--- src/rtl/serial_adder_pkg.sv ---
// Shared definitions for the bit-serial adder: controller states and the
// bit-counter width helper.
package serial_adder_pkg;

    typedef enum logic [1:0] {
        IDLE = 2'd0,
        RUN  = 2'd1,
        DONE = 2'd2
    } state_t;

    // Bit counter must index WIDTH steps; never narrower than one bit.
    function automatic int cnt_width(input int width);
        if (width <= 1) begin
            return 1;
        end
        return $clog2(width);
    endfunction

endpackage

--- src/rtl/serial_adder_full_adder.sv ---
// One-bit adder cells: a half adder and a full adder composed of two
// half adders with their carries ORed together.
module half_adder (
    input  logic left,
    input  logic right,
    output logic sum,
    output logic carry
);
    assign sum   = left ^ right;
    assign carry = left & right;
endmodule

module full_adder (
    input  logic left,
    input  logic right,
    input  logic carry_in,
    output logic sum,
    output logic carry
);
    logic s0;
    logic c0;
    logic c1;

    half_adder u_ha0 (
        .left  (left),
        .right (right),
        .sum   (s0),
        .carry (c0)
    );

    half_adder u_ha1 (
        .left  (s0),
        .right (carry_in),
        .sum   (sum),
        .carry (c1)
    );

    assign carry = c0 | c1;
endmodule

--- src/rtl/serial_adder.sv ---
// Bit-serial WIDTH-bit adder: operands shifted LSB-first through one full
// adder with a registered carry. Optional macro SERIAL_ADDER_OVERFLOW_EN adds
// a registered two's-complement overflow output.
module serial_adder
    import serial_adder_pkg::*;
#(
    parameter int WIDTH = 8
) (
    input  logic             clk,
    input  logic             rst,
    input  logic             in_valid,
    output logic             in_ready,
    input  logic [WIDTH-1:0] left,
    input  logic [WIDTH-1:0] right,
    output logic             out_valid,
    input  logic             out_ready,
    output logic [WIDTH-1:0] sum,
    output logic             carry
`ifdef SERIAL_ADDER_OVERFLOW_EN
    ,
    output logic             overflow
`endif
);

    localparam int CW = cnt_width(WIDTH);
    localparam logic [CW-1:0] LAST_CNT = CW'(WIDTH - 1);

    state_t           state_q, state_d;
    logic [WIDTH-1:0] a_sh_q, a_sh_d;
    logic [WIDTH-1:0] b_sh_q, b_sh_d;
    logic [WIDTH-1:0] sum_q, sum_d;
    logic             carry_q, carry_d;
    logic [CW-1:0]    cnt_q, cnt_d;
    logic [WIDTH-1:0] sum_shift;
    logic             fa_s;
    logic             fa_c;

    full_adder u_fa (
        .left     (a_sh_q[0]),
        .right    (b_sh_q[0]),
        .carry_in (carry_q),
        .sum      (fa_s),
        .carry    (fa_c)
    );

    // New sum bit enters at the MSB so that after WIDTH shifts bit 0 lands in bit 0.
    generate
        if (WIDTH == 1) begin : g_shift_w1
            assign sum_shift = fa_s;
        end else begin : g_shift_wn
            assign sum_shift = {fa_s, sum_q[WIDTH-1:1]};
        end
    endgenerate

`ifdef SERIAL_ADDER_OVERFLOW_EN
    logic overflow_q, overflow_d;
`endif

    always_comb begin
        state_d   = state_q;
        a_sh_d    = a_sh_q;
        b_sh_d    = b_sh_q;
        sum_d     = sum_q;
        carry_d   = carry_q;
        cnt_d     = cnt_q;
        in_ready  = 1'b0;
        out_valid = 1'b0;
`ifdef SERIAL_ADDER_OVERFLOW_EN
        overflow_d = overflow_q;
`endif
        case (state_q)
            IDLE: begin
                in_ready = 1'b1;
                if (in_valid) begin
                    a_sh_d  = left;
                    b_sh_d  = right;
                    carry_d = 1'b0;
                    cnt_d   = '0;
                    state_d = RUN;
                end
            end
            RUN: begin
                a_sh_d  = a_sh_q >> 1;
                b_sh_d  = b_sh_q >> 1;
                sum_d   = sum_shift;
                carry_d = fa_c;
                cnt_d   = cnt_q + CW'(1);
                if (cnt_q == LAST_CNT) begin
                    state_d = DONE;
`ifdef SERIAL_ADDER_OVERFLOW_EN
                    // carry_q here is the carry into the MSB, fa_c the carry out of it.
                    overflow_d = carry_q ^ fa_c;
`endif
                end
            end
            DONE: begin
                out_valid = 1'b1;
                if (out_ready) begin
                    state_d = IDLE;
                end
            end
            default: begin
                state_d = IDLE;
            end
        endcase
    end

    always_ff @(posedge clk or posedge rst) begin
        if (rst) begin
            state_q <= IDLE;
            a_sh_q  <= '0;
            b_sh_q  <= '0;
            sum_q   <= '0;
            carry_q <= 1'b0;
            cnt_q   <= '0;
        end else begin
            state_q <= state_d;
            a_sh_q  <= a_sh_d;
            b_sh_q  <= b_sh_d;
            sum_q   <= sum_d;
            carry_q <= carry_d;
            cnt_q   <= cnt_d;
        end
    end

`ifdef SERIAL_ADDER_OVERFLOW_EN
    always_ff @(posedge clk or posedge rst) begin
        if (rst) begin
            overflow_q <= 1'b0;
        end else begin
            overflow_q <= overflow_d;
        end
    end

    assign overflow = overflow_q;
`endif

    assign sum   = sum_q;
    assign carry = carry_q;

endmodule

--- config.mk ---
export PLATFORM = sky130hd
export DESIGN_NAME = serial_adder
export DESIGN_NICKNAME = d
export VERILOG_FILES = /design/src/rtl/serial_adder_pkg.sv /design/src/rtl/serial_adder_full_adder.sv /design/src/rtl/serial_adder.sv
export SDC_FILE = /design/constraint.sdc
export NUM_CORES = 1
export LEC_CHECK = 0
export CAP_MARGIN = 20
export CORE_ASPECT_RATIO = 0.8
export CORE_MARGIN = 5
export CORE_UTILIZATION = 45
export DETAILED_ROUTE_END_ITERATION = 6
export GPL_ROUTABILITY_DRIVEN = 0
export HOLD_SLACK_MARGIN = 0.03
export PLACE_DENSITY_LB_ADDON = 0.05
export SLEW_MARGIN = 10
export SYNTH_ARGS = -nofsm -noshare
export SYNTH_HDL_FRONTEND = slang
export SYNTH_SLANG_ARGS = --single-unit
--- constraint.sdc ---
create_clock -name clk -period 1.4 [get_ports clk]
set_clock_uncertainty 0.2 [all_clocks]
set_input_delay 0.21 -clock clk [delete_from_list [all_inputs] [get_ports clk]]
set_output_delay 0.21 -clock clk [all_outputs]
set_load 0.01 [all_outputs]
## Yosys cells after proc, flatten, opt, wreduce, memory -nomap -nowiden

Cells that the tools add are included.

| word-level totals | value |
|---|---|
| register bits after elaboration | 30 |
| input port bits | 20 |
| output and inout bits | 11 |
| word-level logic and storage cells | 36 |

| operators by class | value |
|---|---|
| $add $sub $neg | 1 |
| eq/ne operators | 6 |
| muxes and demuxes | 14 |
| bitwise operators | 5 |
| reductions and logical operators | 4 |

Operators by type and width:

| operator | count |
|---|---|
| one-hot mux 8 bit (2 select lines) | 2 |
| two-way mux 8 bit | 2 |
| two-way mux 2 bit | 3 |
| inequality test 2 bit (second input constant) | 3 |
| one-hot mux 2 bit (3 select lines) | 1 |
| one-hot mux 3 bit (2 select lines) | 1 |
| adder 3 x 1 -> 3 bit (second input constant) | 1 |
| == test 3 bit (second input constant) | 1 |
| two-way mux 1 bit | 3 |
| two-way mux 3 bit | 1 |
| AND reduction 3 bit | 1 |
| bitwise AND 1 bit | 2 |
| == test 2 x 1 -> 1 bit (second input constant) | 1 |
| == test 2 bit (second input constant) | 1 |
| logical NOT 2 bit | 1 |
| one-hot mux 1 bit (2 select lines) | 1 |
| AND reduction 2 bit | 1 |
| nonzero test 2 bit | 1 |
| XOR 1 bit | 2 |
| bitwise OR 1 bit | 1 |

## Longest topological paths before layout

Gate-level depths: netlist of run 1.

| depth | value |
|---|---|
| depth in word-level cells | 4 |
| gate-level depth with buffers | 4 |
| gate-level depth less buffers | 4 |

## Modules after synthesis

A second synthesis of run 1 with hierarchy kept.

| second synthesis, totals | value |
|---|---|
| cell total of the unflattened synthesis | 129 |
| area, all modules | 1468.9 um^2 |

Modules (own cells, without submodules):

| module | times used | cells each | area an instance (um^2) | seq. area each (um^2) |
|---|---|---|---|---|
| serial_adder | 1 | 126 | 1437.6 | 750.7 |
| half_adder | 2 | 1 | 12.5 | 0.0 |
| full_adder | 1 | 1 | 6.3 | 0.0 |

## Worst setup path before layout of run 1

No wires, ideal clock.

| path | value |
|---|---|
| path kind | register to register |
| from | register state_q[1] |
| to | register b_sh_q[6] |
| library setup time | 0.123 ns |
| data arrival time | 1.104 ns |
| data required time | 1.077 ns |
| setup slack | -0.027 ns |
| cell stages (with the launch flop) | 4 |
| buffers on the path | 1 |
| clock period less this slack | 1.427 ns |
| path through | dfrtp_1 -> buf_6 -> or4b_1 -> o221a_2 |

| on the way | value |
|---|---|
| longest elaborated chain between the ends | 3 |
| elaborated cells between the ends (all ways) | 6 |
| classes of those cells | eq/ne: 2; mux: 1; reduce/logical: 3 |

RTL lines:

| element | RTL line | text |
|---|---|---|
| from (decl) | serial_adder.sv:28 | `state_t state_q, state_d;` |
| from (signal assigned) | serial_adder.sv:117 | `state_q <= state_d;` |
| == test 2 x 1 -> 1 bit or logical NOT 2 bit (tied branches) | serial_adder.sv:71 | `case (state_q)` |
| nonzero test 2 bit (no line) or inequality test 2 bit (tied branches) | - |  |
| AND reduction 2 bit (no line) | - |  |
| to (signal assigned) | serial_adder.sv:119 | `b_sh_q <= b_sh_d;` |
| to (decl) | serial_adder.sv:30 | `logic [WIDTH-1:0] b_sh_q, b_sh_d;` |

Several ways; a longest one is shown, not always the timed one.
A chain may end at the register's enable or synchronous reset.

## Final worst setup path of run 1

| path | value |
|---|---|
| from | register state_q[1] |
| to | register a_sh_q[3] |

| on the way | value |
|---|---|
| longest elaborated chain between the ends | 3 |
| elaborated cells between the ends (all ways) | 6 |
| classes of those cells | eq/ne: 2; mux: 1; reduce/logical: 3 |

RTL lines:

| element | RTL line | text |
|---|---|---|
| == test 2 x 1 -> 1 bit or logical NOT 2 bit (tied branches) | serial_adder.sv:71 |  |
| nonzero test 2 bit (no line) or inequality test 2 bit (tied branches) | - |  |
| AND reduction 2 bit (no line) | - |  |
| to (signal assigned) | serial_adder.sv:118 | `a_sh_q <= a_sh_d;` |
| to (decl) | serial_adder.sv:29 | `logic [WIDTH-1:0] a_sh_q, a_sh_d;` |

Several ways; a longest one is shown, not always the timed one.

==> results.json, run 1 <==
{
  "status": "finished, violations left",
  "violations": "negative setup slack",
  "end_kind": "register",
  "multi_input_area_sq_um": 749.5,
  "routed.top_layer": "met4",
  "dieArea_sq_um": 4491,
  "drc": 0,
  "avgSynthCellArea_sq_um": 11.87,
  "critPathKind": "register to register",
  "drtAntennaViolNets": 0,
  "setup_viol": 27,
  "synth_nets": 146,
  "wl_met2_um": 1682,
  "wl_met1_um": 1618,
  "synthTopCellsByArea": "dfrtp_1 (51%), a221oi_1 (5.4%), mux2_2 (5.4%)",
  "path_max_fanout": 14,
  "numCtsBuffers": 5,
  "clock_latency_ps": 290,
  "route.met3.wl_um": 204,
  "initial_utilization_pct": 46.98,
  "max_freq_mhz": 654.8,
  "route.vias.total": 1170,
  "synth_area_leader_cell": "dfrtp_1",
  "async_flop_share_pct": 100.0,
  "coreArea_sq_um": 3108,
  "nets": 200,
  "fin_util_pct": 72.62,
  "diodes": 0,
  "drt_iter0_drc": 80,
  "final_cell_area_sq_um": 2257,
  "layout-drive-gt1-share_pct": 39.89,
  "synth_seq_area_share_pct": 51.41,
  "grt-ovfl-total": 0,
  "peakVddDrop_mv": 1.026,
  "cts.sinks": 30,
  "vias_per_cell": 5.367,
  "area_growth_pct": 54.58,
  "crit_required_ps": 1360,
  "synth_cells": 123,
  "synth.lib_cells_used.distinct": 28,
  "cp.arrival_ps": 1490,
  "p_leak_uw": 0.001025,
  "drt-pass1-iter-count": 5,
  "synth_area_sq_um": 1460,
  "drv_slew": 0,
  "cts-root-buf": "clkbuf_8",
  "antenna_found_initial": 0,
  "io_buffer_count": 30,
  "grt_pass1_vias": 1178,
  "fp-row-count": 18,
  "dieHeight_um": 60.95,
  "finalHoldViolations": 0,
  "nFillCells": 206,
  "grt_max_degree": 31,
  "hold_path.class": "primary input to asynchronous set/reset pin",
  "grt_pass1_wl_um": 5844,
  "rsz0062_at_grt": "true",
  "drv_cap": 0,
  "htreeDepth": 2,
  "routed_wl_um": 3535,
  "cts.clk_slew.worst_paths_ps": 70,
  "setup_slack_ps": -127.1,
  "mostFrequentLayoutCells": "dfrtp_1 (30), buf_4 (20), clkdlybuf4s50_1 (18)",
  "worstMarginPinSlew_ps": 324.2,
  "die_x_um": 73.69,
  "placed_area_sq_um": 1876,
  "track_usage_pct": 17.87,
  "ys_ff_latch": 30,
  "period_share_pct": 109.1,
  "slew_headroom_pct": 78.39,
  "synth_ff_type": "dfrtp_1",
  "cts_buffer_depth": 2,
  "start_kind": "register",
  "timing.final.crit_period_ps": 1527,
  "regArea_sq_um": 750.7,
  "synth_edf_count": 0,
  "synth_top_area_share_pct": 51.41,
  "wl_per_cell_um": 16.22,
  "hpwl_um": 2249,
  "ios": 31,
  "synth_warnings": 0,
  "cts_tree": "yes",
  "layout.cells.most_common": "dfrtp_1",
  "power_density_nw_per_um2": 2178
}
-- worst max-delay path, cell delays in order, from the launching register on --
cell	delay, ps
dfrtp_1	400
buf_4	180
o21bai_4	190
buf_12	160
a222oi_1	260
-- through the flow --
step / TNS (ps) / power (uW) / std cells / setup WS (ps) / hold WS [ps]
finish: -2101 / 4916 / 218 / -127.1 / 58.86
global route: -3419 / 5256 / 218 / -177.3 / 93.79
CTS: -1810 / 4684 / 214 / -128.4 / 63.93
detailed placement: -6250 / 3589 / 199 / -355.3 / 286.2
global placement: -5525 / 3487 / 199 / -295.6 / 275.7
floorplan: -14.92 / 2761 / 123 / -14.92 / 100.8
-- report_power, final --
part / switching (uW) / internal, uW / total [uW]
combinational: 1180 / 1480 / 2660
sequential: 228 / 1290 / 1520
clock: 344 / 395 / 738
-- state kept, by name, indices dropped and copies added (netlist names) --
register and flops:
sum 8, b_sh_q 8, a_sh_q 8, cnt_q 3
state_q 2, carry 1
-- timing repair --
item | CTS | global route
hold buffers | 0 | 0
pin swaps | 5 | 1
gates cloned | 0 | 0
setup endpoints to repair | 40 | 37
buffers inserted | 7 | 4
gates resized for setup | 44 | 18
-- Yosys cell counts (all sizes together) (2+ instances only) --
| cell | count |
|---|---|
| mux2i | 2 |
| nor4b | 9 |
| nor2b | 6 |
| mux2 | 7 |
| ha | 2 |
| a221oi | 9 |
| nor2 | 10 |
| a222oi | 4 |
| dfrtp | 30 |
| inv | 17 |
| nand2b | 2 |
| a22o | 3 |
| buf | 9 |
-- cell families (layout without fill, tap and decap cells) --
logic type | after synthesis | in the layout | synth area share (%)
DFF | 30 | 30 | 51.41
muxes | 9 | 9 | 6.770
and+or+nand+nor | 31 | 31 | 14.05
adders and majority gates | 3 | 3 | 3.085
AOI/OAI and AO/OA | 23 | 23 | 14.83
buffers and inverters | 27 | 82 | 9.854
-- metal layers --
layer | vias to the layer above | GRT usage [%]
li1 | 550 | -
met1 | 581 | 24.71
met2 | 35 | 26.01
met3 | 4 | 5.298
met4 | 0 | 8.010
met5 | - | 0
-- cell type report --
type | count | share of cell area, %
Inverter | 17 | 2.827
Multi-Input combinational cell | 66 | 33.20
Sequential cell | 30 | 33.26
Timing Repair Buffer | 57 | 24.28
Clock inverter | 2 | 0.5543
Clock buffer | 6 | 3.659
Tap cell | 40 | 2.217
-- worst paths after layout --
| kind | startpoint | to | slack (ps) | cells past startpoint |
|---|---|---|---|---|
| min in group clk | a_sh_q[7] | a_sh_q[7] | 310 | 1 |
| hold reg to reg | a_sh_q[7] | a_sh_q[7] | 310 | 1 |
| max in group asynchronous | rst | a_sh_q[1] | 770 | 3 |
| setup / recovery | state_q[1] | a_sh_q[3] | -130 | 4 |
| setup reg to reg | state_q[1] | a_sh_q[3] | -130 | 4 |
| hold / removal | rst | state_q[1] | 60 | 3 |
Note: power is estimated with default switching activity, not from simulation.
==> inputs of run 2 (changes only) <==
--- a/config.mk
+++ b/config.mk
@@ -8,7 +8,7 @@
 export CAP_MARGIN = 20
 export CORE_ASPECT_RATIO = 0.8
 export CORE_MARGIN = 5
-export CORE_UTILIZATION = 45
+export CORE_UTILIZATION = 54
 export DETAILED_ROUTE_END_ITERATION = 6
 export GPL_ROUTABILITY_DRIVEN = 0
 export HOLD_SLACK_MARGIN = 0.03
==> constraint.sdc (replaced) <==
create_clock -name clk -period 1.9 [get_ports clk]
set_clock_uncertainty 0.2 [all_clocks]
set_input_delay 0.285 -clock clk [delete_from_list [all_inputs] [get_ports clk]]
set_output_delay 0.285 -clock clk [all_outputs]
set_load 0.01 [all_outputs]
==> results.json, run 2 (synthesized netlist as in run 1, its figures left out) <==
{
  "status": "finished, final reports clean",
  "cpMaxStageDelayCell": "clkdlybuf4s50_1",
  "area_growth_pct": 30.25,
  "end_kind": "output pin",
  "numCtsBuffers": 5,
  "clock_latency_ps": 340,
  "drv_cap": 0,
  "cts_tree": "yes",
  "cts_buffer_depth": 2,
  "timing.final.crit_period_ps": 1756,
  "dieHeight_um": 56.51,
  "drv_slew": 0,
  "layout.cells.most_common": "dfrtp_1",
  "io_buffer_count": 30,
  "cts.clk_slew.worst_paths_ps": 100,
  "setup_slack_ps": 143.8,
  "htreeDepth": 2,
  "track_usage_pct": 17.84,
  "drtAntennaViolNets": 0,
  "path_max_fanout": 3,
  "hold_path.class": "primary input to asynchronous set/reset pin",
  "final.setup.tns_ps": 0,
  "grt_pass1_wl_um": 5043,
  "finalHoldViolations": 0,
  "grt-ovfl-total": 0,
  "mostFrequentLayoutCells": "dfrtp_1 (30), clkdlybuf4s50_1 (28), inv_1 (17)",
  "setup_viol": 0,
  "critPathKind": "register to output pin",
  "start_kind": "register",
  "layout-drive-gt1-share_pct": 17.50,
  "power_density_nw_per_um2": 1644,
  "crit_buf_inv": 1,
  "grt_pass1_vias": 1078,
  "wl_per_cell_um": 14.62,
  "antenna_found_initial": 0,
  "die_x_um": 68.14,
  "worstMarginPinSlew_ps": 379.9,
  "cp_cell_sequence": "clkdlybuf4s50_1",
  "drt_iter0_drc": 74,
  "cpLargestDelayFamily": "buffers and inverters",
  "routed_wl_um": 2866,
  "coreArea_sq_um": 2522,
  "drt-pass1-iter-count": 4,
  "p_leak_uw": 0.0008692,
  "ios": 31,
  "hpwl_um": 2042,
  "fp-row-count": 16,
  "vias_per_cell": 5.546,
  "slowest_delay_ps": 550,
  "cts.sinks": 30,
  "drc": 0,
  "route.vias.total": 1087,
  "grt_max_degree": 31,
  "slew_headroom_pct": 74.67,
  "place_ws_ps": 82.46,
  "period_share_pct": 92.43,
  "cts-root-buf": "clkbuf_4",
  "nets": 182,
  "rsz0062_at_grt": "false",
  "diodes": 0,
  "crit_required_ps": 1410,
  "initial_utilization_pct": 57.89,
  "cp.arrival_ps": 1270,
  "dieArea_sq_um": 3850,
  "peakVddDrop_mv": 0.9908,
  "max_freq_mhz": 569.4
}
run 2: cell types whose count changed in the layout (fill, tap and decap cells not counted), sizes merged:
cell	before	now
buf	28	9
clkdlybuf4s50	18	28
dlygate4sd2	4	2
bufinv	0	2
clkdlybuf4s15	7	0
clkinv	1	0
clkinvlp	1	0
run 2: path summary, 6_finish.rpt:
check | from | endpoint | slack [ps] | depth (start not counted)
worst max-delay path | sum[2] | sum[2] | 140 | 1
min in group clk | cnt_q[0] | cnt_q[0] | 290 | 1
worst min register to register | cnt_q[0] | cnt_q[0] | 290 | 1
worst min-delay path | rst | sum[3] | 110 | 3
max in group asynchronous | rst | a_sh_q[3] | 1100 | 3
worst max register to register | state_q[0] | sum[6] | 200 | 3
run 2: area by class of cell:
cell class,count,area (sq um)
Sequential cell,30,750.7
Fill cell,188,620.6
Multi-Input combinational cell,66,565.5
Timing Repair Buffer,39,365.4
Inverter,17,63.81
Clock inverter,2,60.06
Clock buffer,6,51.30
Tap cell,36,45.04
run 2: where the power goes:
group          internal (uW)  total [uW]  switching, uW
sequential               950        1120            168
clock                    446         668            222
combinational            731        1340            609
run 2: metrics by stage:
stage	cells	hold slack [ps]	utilization, %	power, uW	area (sq um)
6_report	196	114.9	75.40	3127	1902
5_1_grt	196	133.0	75.40	3363	1902
4_1_cts	196	112.7	75.40	3160	1902
3_5_place_dp	188	283.4	71.08	2495	1793
3_3_place_gp	188	278.9	71.08	2428	1793
2_1_floorplan	123	175.8	-	2035	1460
run 2: layer usage:
metal / routed length [um] / track usage (%) / vias to the layer above / part of all wire [%]
met5: 0 / 0 / - / 0
met2: 1327 / 26.24 / 31 / 46
li1: - / - / 515 / -
met1: 1316 / 23.43 / 536 / 46
met3: 168 / 5.190 / 5 / 5.9
met4: 53 / 9.348 / 0 / 1.8
run 2: tightest hold or removal path, cell delays in order:
cell             delay, ps
clkdlybuf4s50_1        390
inv_1                   50
buf_4                  340
run 2: what timing repair did:
item | 4_1_cts | 5_1_grt
gates resized for setup | 2 | 0
setup endpoints to repair | 2 | 0
setup buffers | 0 | 0
hold buffers | 0 | 0
